File: config.mk
export PLATFORM = sky130hd
export DESIGN_NAME = ternary_to_binary_converter
export DESIGN_NICKNAME = d
export VERILOG_FILES = /design/src/rtl/ternary_to_binary_converter.sv
export SDC_FILE = /design/constraint.sdc
export NUM_CORES = 1
export LEC_CHECK = 0
export ABC_AREA = 1
export BUFFER_PORTS_ARGS = -buffer_cell sky130_fd_sc_hd__buf_2
export CORE_AREA = 2 2 39 41
export CTS_BUF_LIST = sky130_fd_sc_hd__clkbuf_4 sky130_fd_sc_hd__clkbuf_8 sky130_fd_sc_hd__clkbuf_16
export CTS_CLUSTER_DIAMETER = 200
export DETAILED_ROUTE_END_ITERATION = 12
export DIE_AREA = 0 0 41 43
export PLACE_DENSITY = 0.58
export SKIP_LAST_GASP = 1
export SLEW_MARGIN = 0
export SYNTH_ARGS = -nofsm -noshare
export SYNTH_HDL_FRONTEND = slang
export SYNTH_SLANG_ARGS = --single-unit
File: constraint.sdc
create_clock -name clk -period 1.8 [get_ports clk]
set_clock_uncertainty 0.05 [all_clocks]
set_input_delay 0.36 -clock clk [delete_from_list [all_inputs] [get_ports clk]]
set_output_delay 0.36 -clock clk [all_outputs]
set_load 0.02 [all_outputs]
File: src/rtl/ternary_to_binary_converter.sv
// Serial ternary-to-binary converter (Horner, MSD first, one digit per clock).
// Optional invalid-digit check enabled by defining TERNARY_CONV_CHECK_EN.
module ternary_to_binary_converter #(
    parameter int unsigned N  = 1,
    parameter int unsigned BW = 3
) (
    input  logic            clk,
    input  logic            reset_n,
    input  logic            start,
    input  logic [2*N-1:0]  sum,
    input  logic            cOut,
    output logic            busy,
    output logic            done,
    output logic [BW-1:0]   value,
    output logic            err
);

    localparam int unsigned SW = 2 * N;
    localparam int unsigned CW = (N > 1) ? $clog2(N) : 1;

    typedef enum logic [1:0] {
        IDLE,
        CONV,
        DONE
    } state_t;

    state_t          state;
    logic [SW-1:0]   sr;
    logic [CW-1:0]   cnt;
    logic [1:0]      digit;
    logic [1:0]      digit_val;
    logic [BW-1:0]   acc_next;

    // Horner step: value*3 + current MSD, wrapping modulo 2^BW
    always_comb begin
        digit     = sr[SW-1 -: 2];
        digit_val = digit;
`ifdef TERNARY_CONV_CHECK_EN
        if (digit == 2'b11) begin
            digit_val = 2'b00;
        end
`endif
        acc_next = BW'({value, 1'b0}) + value + BW'(digit_val);
    end

    always_ff @(posedge clk or negedge reset_n) begin
        if (!reset_n) begin
            state <= IDLE;
            busy  <= 1'b0;
            done  <= 1'b0;
            value <= '0;
            sr    <= '0;
            cnt   <= '0;
`ifdef TERNARY_CONV_CHECK_EN
            err   <= 1'b0;
`endif
        end else begin
            done <= 1'b0;
            case (state)
                IDLE, DONE: begin
                    if (start) begin
                        sr    <= sum;
                        value <= BW'(cOut);
                        cnt   <= CW'(N - 1);
                        busy  <= 1'b1;
                        state <= CONV;
`ifdef TERNARY_CONV_CHECK_EN
                        err   <= 1'b0;
`endif
                    end else begin
                        state <= IDLE;
                    end
                end
                CONV: begin
                    value <= acc_next;
                    sr    <= sr << 2;
`ifdef TERNARY_CONV_CHECK_EN
                    if (digit == 2'b11) begin
                        err <= 1'b1;
                    end
`endif
                    if (cnt == '0) begin
                        busy  <= 1'b0;
                        done  <= 1'b1;
                        state <= DONE;
                    end else begin
                        cnt <= cnt - 1'b1;
                    end
                end
                default: begin
                    busy  <= 1'b0;
                    state <= IDLE;
                end
            endcase
        end
    end

`ifndef TERNARY_CONV_CHECK_EN
    assign err = 1'b0;
`endif

endmodule

# [Yosys cells after proc, flatten, opt, wreduce, memory -nomap -nowiden]
# Index checks and enable logic that the tools add are counted.
[word_totals] ff_bits=10 input_bits=6 output_inout_bits=6 word_cells=33
[classes] add_sub_neg=3 eq_ne=4 muxes=15 reduce_logical=5
[ops] cell="$pmux W2 S2" n=2
[ops] cell="$mux W1" n=7
[ops] cell="$pmux W3 S2" n=1
[ops] cell="$mux W2" n=2
[ops] cell="$ne A2 B2 Y1 const B" n=2
[ops] cell="$pmux W1 S2" n=2
[ops] cell="$reduce_and A2 Y1" n=2
[ops] cell="$add A3 B2 Y3" n=1
[ops] cell="$add A3 B3 Y3" n=1
[ops] cell="$mux W3" n=1
[ops] cell="$eq A2 B1 Y1 const B" n=1
[ops] cell="$eq A2 B2 Y1 const B" n=1
[ops] cell="$logic_not A2 Y1" n=1
[ops] cell="$reduce_bool A2 Y1" n=1
[ops] cell="$reduce_or A2 Y1" n=1
[ops] cell="$sub A1 B1 Y1 const B" n=1

# [Logic depth before layout (Yosys ltp)]
[logic_depth] depth_word=4 depth_mapped=10 ltp_nobuf=10

# [Worst setup path before layout]
# No wires, ideal clock.
[synth_path] path_kind="register to register" start="register value[0]" end="register value[2]" setup_time_ns=0.117 arrival_time_ns=1.635 t_required_ns=1.633 slack_ns=-0.002 path_stages_with_launch=11 path_buffers=0 period_less_slack_ns=1.802 path_cell_list="dfrtp_1 > inv_1 > fa_1 > inv_1 > ha_1 > inv_1 > nand2_1 > nand2_1 > nand2_1 > nand3_1 > nand2_1"
[synth_via] elab_chain_cells=3
[synth_rtl] item="from (decl)" line="14" rtl="output logic [BW-1:0] value,"
[synth_rtl] item="from (signal assigned)" line="63" rtl="value <= BW'(cOut);"
[synth_rtl] item="from (signal assigned)" line="75" rtl="value <= acc_next;"
[synth_rtl] item="$add A3 B3 Y3" line="43" rtl="acc_next = BW'({value, 1'b0}) + value + BW'(digit_val);"
[synth_rtl] item="$add A3 B2 Y3" line="43"
[synth_rtl] item="$pmux W3 S2" line="59" rtl="case (state)"
# No other way between the ends.
# A chain may end at the register's enable or synchronous reset.

# [Worst setup path in the final report]
# Same ends and word-level chain as after synthesis.

==> results.yml <==
logic_synthesis:
  synth_cells: 58
  yosys_warnings: 0
  yosys.area.top_type: "dfrtp_1"
  synth_area_um2: 448
  seq_area_frac_synth: 0.447
  synth_seq_cells: 8
  syn-num-nets: 67
  synthesis.area_per_instance_um2: 7.72
  synth_area_leaders: "dfrtp_1, nand2_1, inv_1"
  synth_top_area_share: 0.447
  ys_types: 15
finish:
  nets: 83
  syn_to_final_growth_pct: 25.4
  postLayoutCellArea_um2: 562
  utilization: 0.406
  layout_commonest_cell: "nand2_1"
  n_antenna_cell: 0
  final_cell_mix: "nand2_1, buf_2, inv_1"
  drive_above_1_share: 0.329
clock_network:
  cts_tree: "built"
  clk_pin_slew_ps: 60
  numCtsBuffers: 3
  htree_num_levels: 1
  cts_sinks: 8
  clk_latency_ps: 260
  cts_root_buf: "clkbuf_4"
  cts.path.max_buffers: 2
die:
  die_x_um: 41
  io_pins: 12
  num_rows: 14
  core_mm2: 0.00138
  start_util: 0.324
  die_area_mm2: 0.00176
  die_h_um: 43
sta:
  finalHoldViolCount: 0
  rsz0062_at_grt: "no"
  layout_worst_path_cycle_share: 0.934
  layout_setup_ws_ps: 118
  fmax_mhz: 595
  slew_violations: 0
  tns_ps: 0
  finalSetupViolations: 0
  min_period_ps: 1680
routing:
  antenna_left: 0
  wirelength_um: 744
  via_count: 368
  wl_per_cell_um: 8.36
  dr.pass1.iters: 1
  drc: 0
  drtIter0Drc: 0
  avgViaCountPerCell: 4.13
worst_setup_path:
  path_class: "reg -> reg"
  crit_buf_inv: 3
  crit_path_cell_trace: "inv_1 > fa_1 > inv_1 > ha_2 > inv_1 > nand2_1 > nand2_1 > nand2_1 > nand3_1 > nand2_1"
  crit_fanout: 4
  setup.worst_path.start_class: "flop"
  cpMostUsedCell: "nand2_1"
  critPathSlowestCell: "fa_1"
  cpPeakStageDelay_ps: 530
  critPathArrivalTime_ps: 1780
  cp.required_ps: 1900
  timing.reg2reg.setup_slack_ps: 120
  cp_top_family: "adder cells"
  end_kind: "flop"
power_and_ir_drop:
  total_power_mw: 0.686
  p_leak_nw: 0.326
  max-vdd-ir-drop_uv: 516
  power_density_mw_per_mm2: 1220
placement:
  pre_cts_slack_ps: 69.8
  place.gp.congestion: 0.733
  hpwl_um: 592
  post_dp_cell_area_um2: 512
  port_buffers: 10
grt:
  grt.overflow.total: 0
  grtUsageMet2: 0.166
  antenna_found_initial: 0
  grt_pass1_vias: 366
  grt_max_degree: 9
  grtUsageTotal: 0.112
  grt_pass1_wl_mm: 1.35
  gr-usage-met3: 0.0314
  grt.busiest_layer: "met2"
  grt_use_met1: 0.153
flow_run:
  drv_cap: 0
run_status:
  status: "complete, no violations"
min_path:
  worstHoldPathType: "in -> reg"
==> through the flow <==
step,cells,hold WS [ps]
finish,89,250
floorplan,58,14.4
global placement,83,164
global route,89,254
detailed placement,83,163
CTS,88,249
==> state kept, by name, indices dropped and copies added (netlist names) <==
register,cells
state,2
value,3
digit,2
busy,1
==> cells in the mapped netlist (all sizes together) <==
master / n
dfrtp: 8
inv: 11
nand3: 1
o21ai: 4
ha: 2
nor2: 2
conb: 1
fa: 1
nand2: 27
buf: 1
==> power breakdown <==
group          switching, mW  internal, mW
clock network         0.0654         0.100
registers             0.0330         0.216
logic                  0.165         0.107
==> kinds of logic (layout without fill, tap and decap cells) <==
| group | after synthesis | count (layout) | share of synthesized area |
|---|---|---|---|
| and+or+nand+nor | 30 | 30 | 0.282 |
| buffers and inverters | 12 | 27 | 0.109 |
| DFF | 8 | 8 | 0.447 |
| AOI/OAI and AO/OA | 4 | 4 | 0.0531 |
| adders and majority gates | 3 | 3 | 0.101 |
| other | 1 | 1 | 0.00837 |
==> path summary, 6_finish.rpt <==
check                           depth (start not counted)                   end                 start
worst max register to register                         10  value[2]$_DFFE_PN0P_  value[0]$_DFFE_PN0P_
worst max-delay path                                   10  value[2]$_DFFE_PN0P_  value[0]$_DFFE_PN0P_
max in group asynchronous                               2  value[0]$_DFFE_PN0P_               reset_n
worst min register to register                          2      busy$_DFFE_PN0P_      busy$_DFFE_PN0P_
min in group asynchronous                               2  digit[0]$_DFFE_PN0P_               reset_n
worst min-delay path                                    3  digit[0]$_DFFE_PN0P_                sum[0]
==> layout make-up <==
class | instances | area, um^2
fillers | 152 | 822
flip-flops and latches | 8 | 201
multi-input cells | 38 | 201
repair buffers | 12 | 67.6
inverters | 11 | 41.3
clock buffers | 4 | 30.0
well taps | 16 | 20.0
==> worst reg2reg max path, stage by stage (launching register included) <==
cell	delay, ps
dfrtp_2	380
inv_1	60
fa_1	530
inv_1	40
ha_2	180
inv_1	70
nand2_1	50
nand2_1	50
nand2_1	50
nand3_1	70
nand2_1	50
==> timing repair <==
action                                  4_1_cts  5_1_grt
buffers inserted                              0        1
gates resized for setup                       0        1
hold buffers                                  1        0
endpoints found under the setup margin        0        1
hold endpoints to repair                      8        0
==> per-layer routing <==
metal | routed length [um] | part of all wire
met5 | 0 | 0
met4 | 0 | 0
met3 | 29 | 0.039
met2 | 359 | 0.48
met1 | 355 | 0.48
Power figures use the tool's default switching activity.
